### src/rtl/trigger_detector_if.sv
// Control, sample-stream and trigger-status signals between the acquisition logic
// and one trigger_detector channel.
interface trigger_detector_if;
  logic       arm;
  logic       abort;
  logic       sample_valid;
  logic [7:0] sample;
  logic [7:0] ref_level;
  logic [3:0] hysteresis;
  logic       slope;
  logic       auto_mode;
  logic       trigger;
  logic       trig_armed;
  logic       trig_forced;
  logic [7:0] trig_sample;

  modport master (
    output arm, abort, sample_valid, sample, ref_level, hysteresis, slope, auto_mode,
    input  trigger, trig_armed, trig_forced, trig_sample
  );

  modport slave (
    input  arm, abort, sample_valid, sample, ref_level, hysteresis, slope, auto_mode,
    output trigger, trig_armed, trig_forced, trig_sample
  );
endinterface

### src/rtl/trigger_detector.sv
// Single-shot level trigger with slope select, hysteresis pre-arm band, auto-timeout
// forced trigger and post-fire holdoff during which re-arm is ignored.
module trigger_detector #(
  parameter int AUTO_TIMEOUT   = 5_000_000,
  parameter int HOLDOFF_CYCLES = 1024
) (
  input  logic               clk_50,
  input  logic               reset_n,
  trigger_detector_if.slave  bus
);

  localparam int TMO_W = $clog2(AUTO_TIMEOUT + 1);
  localparam int HLD_W = $clog2(HOLDOFF_CYCLES + 1);
  localparam logic [TMO_W-1:0] TMO_LAST = TMO_W'(AUTO_TIMEOUT - 1);
  localparam logic [TMO_W-1:0] TMO_MAX  = TMO_W'(AUTO_TIMEOUT);
  localparam logic [HLD_W-1:0] HLD_DONE = HLD_W'(HOLDOFF_CYCLES);

  typedef enum logic [2:0] {IDLE, PRE, READY, FIRE, HOLD} state_t;

  state_t           r_state;
  state_t           w_state_nxt;
  logic [TMO_W-1:0] r_tmo;
  logic [HLD_W-1:0] r_hold;
  logic             r_trigger;
  logic             r_armed;
  logic             r_forced;
  logic [7:0]       r_trig_sample;

  logic [7:0] w_lo;
  logic [7:0] w_hi;
  logic       w_pre_ok;
  logic       w_cross;
  logic       w_tmo_hit;
  logic       w_fire_real;
  logic       w_fire_forced;
  logic       w_arm_accept;

  function automatic logic [7:0] sat_sub(input logic [7:0] a, input logic [3:0] b);
    logic [8:0] d;
    d = {1'b0, a} - {5'b0, b};
    return d[8] ? 8'h00 : d[7:0];
  endfunction

  function automatic logic [7:0] sat_add(input logic [7:0] a, input logic [3:0] b);
    logic [8:0] s;
    s = {1'b0, a} + {5'b0, b};
    return s[8] ? 8'hFF : s[7:0];
  endfunction

  assign w_lo      = sat_sub(bus.ref_level, bus.hysteresis);
  assign w_hi      = sat_add(bus.ref_level, bus.hysteresis);
  assign w_pre_ok  = bus.sample_valid && (bus.slope ? (bus.sample >= w_hi) : (bus.sample <= w_lo));
  assign w_cross   = bus.sample_valid && (bus.slope ? (bus.sample <= bus.ref_level)
                                                    : (bus.sample >= bus.ref_level));
  assign w_tmo_hit = bus.auto_mode && (r_tmo == TMO_LAST);

  always_comb begin
    w_state_nxt   = r_state;
    w_fire_real   = 1'b0;
    w_fire_forced = 1'b0;
    w_arm_accept  = 1'b0;
    unique case (r_state)
      IDLE: if (bus.arm) begin
        w_state_nxt  = PRE;
        w_arm_accept = 1'b1;
      end
      PRE: begin
        if (bus.arm) begin
          w_state_nxt  = PRE;
          w_arm_accept = 1'b1;
        end else if (w_tmo_hit) begin
          w_state_nxt   = FIRE;
          w_fire_forced = 1'b1;
        end else if (w_pre_ok) begin
          w_state_nxt = READY;
        end
      end
      READY: begin
        // A real crossing wins over a timeout landing on the same cycle.
        if (bus.arm) begin
          w_state_nxt  = PRE;
          w_arm_accept = 1'b1;
        end else if (w_cross) begin
          w_state_nxt = FIRE;
          w_fire_real = 1'b1;
        end else if (w_tmo_hit) begin
          w_state_nxt   = FIRE;
          w_fire_forced = 1'b1;
        end
      end
      FIRE: w_state_nxt = HOLD;
      HOLD: if (bus.arm && (r_hold == HLD_DONE)) begin
        w_state_nxt  = PRE;
        w_arm_accept = 1'b1;
      end
      default: w_state_nxt = IDLE;
    endcase
    if (bus.abort) begin
      w_state_nxt   = IDLE;
      w_fire_real   = 1'b0;
      w_fire_forced = 1'b0;
      w_arm_accept  = 1'b0;
    end
  end

  always_ff @(posedge clk_50 or negedge reset_n) begin
    if (!reset_n) begin
      r_state <= IDLE;
      r_tmo   <= '0;
      r_hold  <= '0;
    end else begin
      r_state <= w_state_nxt;
      if (w_arm_accept)
        r_tmo <= '0;
      else if (((r_state == PRE) || (r_state == READY)) && bus.auto_mode && (r_tmo != TMO_MAX))
        r_tmo <= r_tmo + 1'b1;
      if (r_state == FIRE)
        r_hold <= '0;
      else if ((r_state == HOLD) && (r_hold != HLD_DONE))
        r_hold <= r_hold + 1'b1;
    end
  end

  // Status outputs are registered alongside the state so they line up with it.
  always_ff @(posedge clk_50 or negedge reset_n) begin
    if (!reset_n) begin
      r_trigger     <= 1'b0;
      r_armed       <= 1'b0;
      r_forced      <= 1'b0;
      r_trig_sample <= 8'h00;
    end else begin
      r_trigger <= (w_state_nxt == FIRE);
      r_armed   <= (w_state_nxt == PRE) || (w_state_nxt == READY);
      if (w_fire_real) begin
        r_forced      <= 1'b0;
        r_trig_sample <= bus.sample;
      end else if (w_fire_forced) begin
        r_forced      <= 1'b1;
        r_trig_sample <= 8'h00;
      end else if (w_arm_accept) begin
        r_forced <= 1'b0;
      end
    end
  end

  assign bus.trigger     = r_trigger;
  assign bus.trig_armed  = r_armed;
  assign bus.trig_forced = r_forced;
  assign bus.trig_sample = r_trig_sample;

endmodule

### src/flat_wrapper.sv
// flat-port wrapper written by rule: the top's interface ports become plain ports
module trigger_detector_flat 
#(
  parameter int AUTO_TIMEOUT   = 5_000_000,
  parameter int HOLDOFF_CYCLES = 1024
)
  (clk_50, reset_n, bus_arm, bus_abort, bus_sample_valid, bus_sample, bus_ref_level, bus_hysteresis, bus_slope, bus_auto_mode, bus_trigger, bus_trig_armed, bus_trig_forced, bus_trig_sample);
  trigger_detector_if bus_i ();
  input  logic clk_50;
  input  logic reset_n;
  input wire logic [$bits(bus_i.arm)-1:0] bus_arm;
  input wire logic [$bits(bus_i.abort)-1:0] bus_abort;
  input wire logic [$bits(bus_i.sample_valid)-1:0] bus_sample_valid;
  input wire logic [$bits(bus_i.sample)-1:0] bus_sample;
  input wire logic [$bits(bus_i.ref_level)-1:0] bus_ref_level;
  input wire logic [$bits(bus_i.hysteresis)-1:0] bus_hysteresis;
  input wire logic [$bits(bus_i.slope)-1:0] bus_slope;
  input wire logic [$bits(bus_i.auto_mode)-1:0] bus_auto_mode;
  output wire logic [$bits(bus_i.trigger)-1:0] bus_trigger;
  output wire logic [$bits(bus_i.trig_armed)-1:0] bus_trig_armed;
  output wire logic [$bits(bus_i.trig_forced)-1:0] bus_trig_forced;
  output wire logic [$bits(bus_i.trig_sample)-1:0] bus_trig_sample;
  assign bus_i.arm = bus_arm;
  assign bus_i.abort = bus_abort;
  assign bus_i.sample_valid = bus_sample_valid;
  assign bus_i.sample = bus_sample;
  assign bus_i.ref_level = bus_ref_level;
  assign bus_i.hysteresis = bus_hysteresis;
  assign bus_i.slope = bus_slope;
  assign bus_i.auto_mode = bus_auto_mode;
  assign bus_trigger = bus_i.trigger;
  assign bus_trig_armed = bus_i.trig_armed;
  assign bus_trig_forced = bus_i.trig_forced;
  assign bus_trig_sample = bus_i.trig_sample;
  trigger_detector #(.AUTO_TIMEOUT(AUTO_TIMEOUT), .HOLDOFF_CYCLES(HOLDOFF_CYCLES)) u_core (.clk_50(clk_50), .reset_n(reset_n), .bus(bus_i));
endmodule
### config.mk
export PLATFORM = sky130hd
export DESIGN_NAME = trigger_detector_flat
export DESIGN_NICKNAME = d
export VERILOG_FILES = /design/src/rtl/trigger_detector_if.sv /design/src/rtl/trigger_detector.sv /design/src/flat_wrapper.sv
export SDC_FILE = /design/constraint.sdc
export NUM_CORES = 1
export LEC_CHECK = 0
export CAP_MARGIN = 20
export CORE_AREA = 2 2 82 84
export DETAILED_ROUTE_END_ITERATION = 12
export DIE_AREA = 0 0 84 86
export PLACE_DENSITY = 0.89
export SYNTH_ARGS = -nofsm -noshare
export SYNTH_HDL_FRONTEND = slang
export SYNTH_SLANG_ARGS = --single-unit
### constraint.sdc
create_clock -name clk_50 -period 2.8 [get_ports clk_50]
set_input_delay 0.28 -clock clk_50 [delete_from_list [all_inputs] [get_ports clk_50]]
set_output_delay 0.28 -clock clk_50 [all_outputs]
set_load 0.01 [all_outputs]
* After elaboration in Yosys (flattened, before gate mapping)
Index checks and enable logic that the tools add are counted.
Word-level totals: register bits after elaboration 48, input port bits 27, word-level logic and storage cells 78
Cells by class: $add $sub $neg 4, order comparisons 4, eq/ne operators 11, muxes and demuxes 37, reductions and logical operators 15
Operators with widths (count):
- two-way mux 23 bit | 2
- two-way mux 8 bit | 4
- two-way mux 3 bit | 9
- adder 23 x 1 -> 23 bit (second input constant) | 1
- == test 23 bit (second input constant) | 1
- inequality test 23 bit (second input constant) | 1
- two-way mux 11 bit | 2
- two-way mux 1 bit | 17
- greater-or-equal comparator 8 bit | 2
- <= comparator 8 bit | 2
- case mux 3 bit (5 select lines) | 1
- == test 3 x 2 -> 1 bit (second input constant) | 4
- adder 11 x 1 -> 11 bit (second input constant) | 1
- == test 11 bit (second input constant) | 1
- inequality test 11 bit (second input constant) | 1
- adder 8 x 4 -> 9 bit | 1
- subtractor 8 x 4 -> 9 bit | 1
- logical AND 1 bit | 7
- == test 3 x 1 -> 1 bit (second input constant) | 2
- nonzero test 2 bit | 3
- case mux 1 bit (2 select lines) | 2
- == test 3 bit (second input constant) | 1
- logical NOT 3 bit | 1
- nonzero test 3 bit | 1
- other kinds (2) | 3

* Logic depth before layout (Yosys ltp)
depth in word-level cells 12, depth in mapped cells 15, gate-level depth less buffers 15

* Worst setup path after synthesis
Ideal clock, no wire load.
path kind input -> register, from input port bus_hysteresis[2], to register u_core.r_trig_sample[0] (netlist: u_core.bus.trig_sample[0]), arrival 2.901 ns, setup slack -0.227 ns, cell stages on the path 15, path buffers 0, cells stage by stage inv_1 -> ha_1 -> inv_1 -> nor2_1 -> o21ai_0 -> nor2b_1 -> xnor2_1 -> nand2_1 -> ha_1 -> nand4_1 -> nor2_1 -> a2111oi_0 -> o311ai_0 -> o311a_1 -> o21ai_1
RTL lines:
- start: declaration | line flat_wrapper.sv:16 | input wire logic [$bits(bus_i.hysteresis)-1:0] bus_hysteresis;
- end signal: assignment | line trigger_detector.sv:136 | r_trig_sample <= bus.sample;
- end: declaration | line trigger_detector.sv:27 | logic [7:0] r_trig_sample;

* Worst setup path in the final report
from input port bus_ref_level[0], to register u_core.r_trig_sample[4] (netlist: u_core.bus.trig_sample[4])
Between the ends: longest elaborated chain between the ends 8, elaborated cells on any way between the ends 14, those cells by class order compare: 2; mux: 10; reduce/logical: 2
Ends and longest elaborated chain:
- start: declaration | line flat_wrapper.sv:15 | input wire logic [$bits(bus_i.ref_level)-1:0] bus_ref_level;
- greater-or-equal comparator 8 bit or <= comparator 8 bit (tied branches) | line trigger_detector.sv:54, trigger_detector.sv:53
- two-way mux 1 bit (*) | line trigger_detector.sv:53 | assign w_cross = bus.sample_valid && (bus.slope ? (bus.sample <= bus.ref_level)
- logical AND 1 bit (*) | line trigger_detector.sv:53
- two-way mux 1 bit | line trigger_detector.sv:83 | end else if (w_cross) begin
- two-way mux 1 bit | line trigger_detector.sv:80 | if (bus.arm) begin
- case mux 1 bit (2 select lines) or two-way mux 1 bit (tied branches) | line trigger_detector.sv:62 | unique case (r_state)
- two-way mux 1 bit | line trigger_detector.sv:98 | if (bus.abort) begin
- nonzero test 2 bit (no line) or two-way mux 8 bit (tied branches)
Every way passes the cells marked *; elsewhere a longest branch is shown, timed or not. A chain may end at the register's enable or synchronous reset.

==> impl_metrics.csv <==
group,metric,value,unit
status,status,"finished with violations",
status,violations,"negative setup slack",
cells_and_area,register_area,1200,um2
timing,setup_viol,12,
grt,met2_usage,47.6,%
grt,grt_pass1_vias,3474,
placement,dp_slack,-0.982,ns
grt,grt_pass1_wl,16.1,mm
timing,finClkSkew,0.00914,ns
clock_tree,clk_pin_slew,0.09,ns
placement,port_buffers,37,
worst_hold_path,hp-class,"primary input to async pin",
clock_tree,cts.sinks,48,
critical_path,critPathRequiredTime,3.00,ns
floorplanning,die_area,7220,um2
run,drv_cap,0,
floorplanning,num_rows,29,
clock_tree,numCtsBuffers,5,
cells_and_area,postLayoutCellArea,4790,um2
synth,yosysWarnings,0,
drt,totalWireLength,10.7,mm
floorplanning,core,6280,um2
synth,yosys_most_used_dff,"dfrtp_1",
grt,antenna_found_initial,0,
clock_tree,insertion_delay,0.31,ns
power_and_ir_drop,p_leak,2.13,nW
synth,syn_nets,470,
synth,synth_cell_types,58,
timing,finalHoldViolations,0,
critical_path,arrival,3.37,ns
synth,syn_avg_cell_area,8.76,um2
grt,grt_busiest_layer,"met2",
timing,rsz0062_at_grt,"yes",
grt,met3_usage,5.10,%
cells_and_area,final_common_cell,"buf_4",
floorplanning,die_w,84,um
drt,drtIter0Drc,313,
grt,gr-total-overflow,0,
cells_and_area,nFillCells,357,
placement,placed_cell_area,4310,um2
timing,worst_pin_slew,0.940,ns
critical_path,end_kind,"register",
drt,post_drt_wl_per_cell,18.8,um
cells_and_area,multi_input_area,2470,um2
critical_path,path_class,"primary input to register",
grt,grt_usage,27.5,%
timing,fin_tns_setup,-3.47,ns
synth,synth_seq_area_share,33.9,%
floorplanning,ioPinCount,38,
power_and_ir_drop,power,2.04,mW
cells_and_area,drive_gt1_share,25.3,%
clock_tree,cts_buffer_depth,2,
synth,synth-async-reset-ratio,100,%
timing,fin_ws,-0.363,ns
grt,grt_max_degree,49,
cells_and_area,final_cell_mix,"buf_4 (49), dfrtp_1 (48), nor2_1 (43), nand2_1 (32)",
clock_tree,htreeDepth,2,
floorplanning,start_util,56.5,%
drt,ant_nets,0,
critical_path,rrSetupSlack,0.18,ns
cells_and_area,final_net_count,558,
synth,synth.ff_latch_count,48,
timing,period_minus_slack,3.16,ns
critical_path,startpoint_type,"primary input",
placement,place_congestion,0.947,
drt,drc,0,
grt,grt_util_met1,34.5,%
timing,relSlewSlack,36.8,%
critical_path,path_max_fanout,5,
drt,vias,3533,
synth,mappedNetlistArea,3550,um2
cells_and_area,diodes,0,
synth,syn_inst,405,
drt,via_per_inst,6.19,
power_and_ir_drop,power_density,426,nW/um2
clock_tree,cts_tree,"yes",
timing,slew_viol_final,0,
clock_tree,root_buffer,"clkbuf_8",
floorplanning,dieHeight,86,um
power_and_ir_drop,ir_drop,0.000528,V
placement,place_hpwl,6.60,mm
timing,fmax,0.316,GHz
timing,fin_crit_sh,113,%
cells_and_area,syn2layout_area_growth,34.9,%
synth,synth_edf_count,0,
drt,dr.pass1.iters,5,
[cell type report]
type,count,share of cell area (%)
Timing Repair Buffer,89,16.1
Tap cell,77,2.01
Clock inverter,3,0.889
Sequential cell,48,25.1
Clock buffer,5,1.44
Multi-Input combinational cell,314,51.7
Inverter,35,2.75
[power breakdown]
| group | internal [mW] | switching, mW |
|---|---|---|
| clock network | 0.265 | 0.249 |
| registers | 0.756 | 0.0583 |
| logic | 0.354 | 0.358 |
| total | 1.38 | 0.665 |
[per-stage QoR]
stage	util (%)	hold slack [ns]	instances
6_report	76.2	0.422	571
5_1_grt	76.2	0.458	571
4_1_cts	73.4	0.188	562
3_5_place_dp	68.6	0.522	549
3_3_place_gp	68.6	0.507	549
2_1_floorplan	-	-0.0156	405
[synth_stat cells, types with 8 or more instances]
| master | number | area [um2] |
|---|---|---|
| o21ai_0 | 12 | 60.1 |
| inv_1 | 35 | 131 |
| nand3_1 | 13 | 65.1 |
| nand2_1 | 33 | 124 |
| or3_1 | 9 | 56.3 |
| ha_1 | 36 | 450 |
| o21ai_1 | 12 | 60.1 |
| xnor2_1 | 25 | 219 |
| a21oi_1 | 19 | 95.1 |
| xor2_1 | 8 | 70.1 |
| nand4_1 | 8 | 50.1 |
| dfrtp_1 | 48 | 1200 |
| nor2_1 | 46 | 173 |
[sequential cells by signal, indices dropped and copies added (netlist names)]
name	cells
u_core.r_tmo	23
u_core.bus.trig_forced	1
u_core.bus.trig_armed	1
u_core.r_hold	11
u_core.bus.trig_sample	8
u_core.bus.trigger	1
u_core.r_state	3
[worst paths after layout]
path	from	endpoint	cells past startpoint
worst min register to register	u_core.r_tmo[22]	u_core.r_tmo[22]	2
worst max register to register	u_core.r_tmo[1]	u_core.bus.trig_sample[4]	7
worst max-delay path	bus_ref_level[0]	u_core.bus.trig_sample[4]	16
worst min-delay path	reset_n	u_core.bus.trig_armed	2
max in group asynchronous	reset_n	u_core.bus.trig_sample[2]	3
min in group clk_50	u_core.r_tmo[22]	u_core.r_tmo[22]	2
[critical path: stages]
cell      delay (ns)
buf_8           0.11
ha_4            0.16
fa_2            0.35
a21oi_2         0.16
o21bai_1        0.11
buf_4           0.14
or4_4           0.52
o21ai_2         0.07
ha_1            0.19
nand4_1         0.12
nor2_2          0.14
a22oi_2         0.11
buf_4           0.18
o311ai_4        0.30
o311a_4         0.34
o21ai_2         0.09
[cell families (layout without fill, tap and decap cells)]
family                     Yosys count  count (layout)  share of synthesized area, %
and+or+nand+nor                    168             168                          26.0
AOI/OAI and AO/OA                   71              72                          12.4
DFF                                 48              48                          33.9
buffers and inverters               44             132                          4.94
adders and majority gates           38              38                          13.8
xor gates and xnor gates            33              33                          8.15
muxes                                3               3                         0.846
[routing by layer]
metal  up-vias  share of wire [%]  wire length (um)
met5         -                  0                 0
met4         0                4.2               447
met3        46                7.2               774
met2       173                 48              5200
met1      1715                 40              4320
li1       1599                  -                 -
[what timing repair did]
action / CTS / global route
hold buffers: 0 / 1
endpoints found under the hold margin: 0 / 15
endpoints found under the setup margin: 12 / 12
resized for setup: 51 / 33
pin swaps: 20 / 31
setup buffers: 4 / 7
cloned: 1 / 0
No activity file was read; power rests on OpenSTA's default activity.
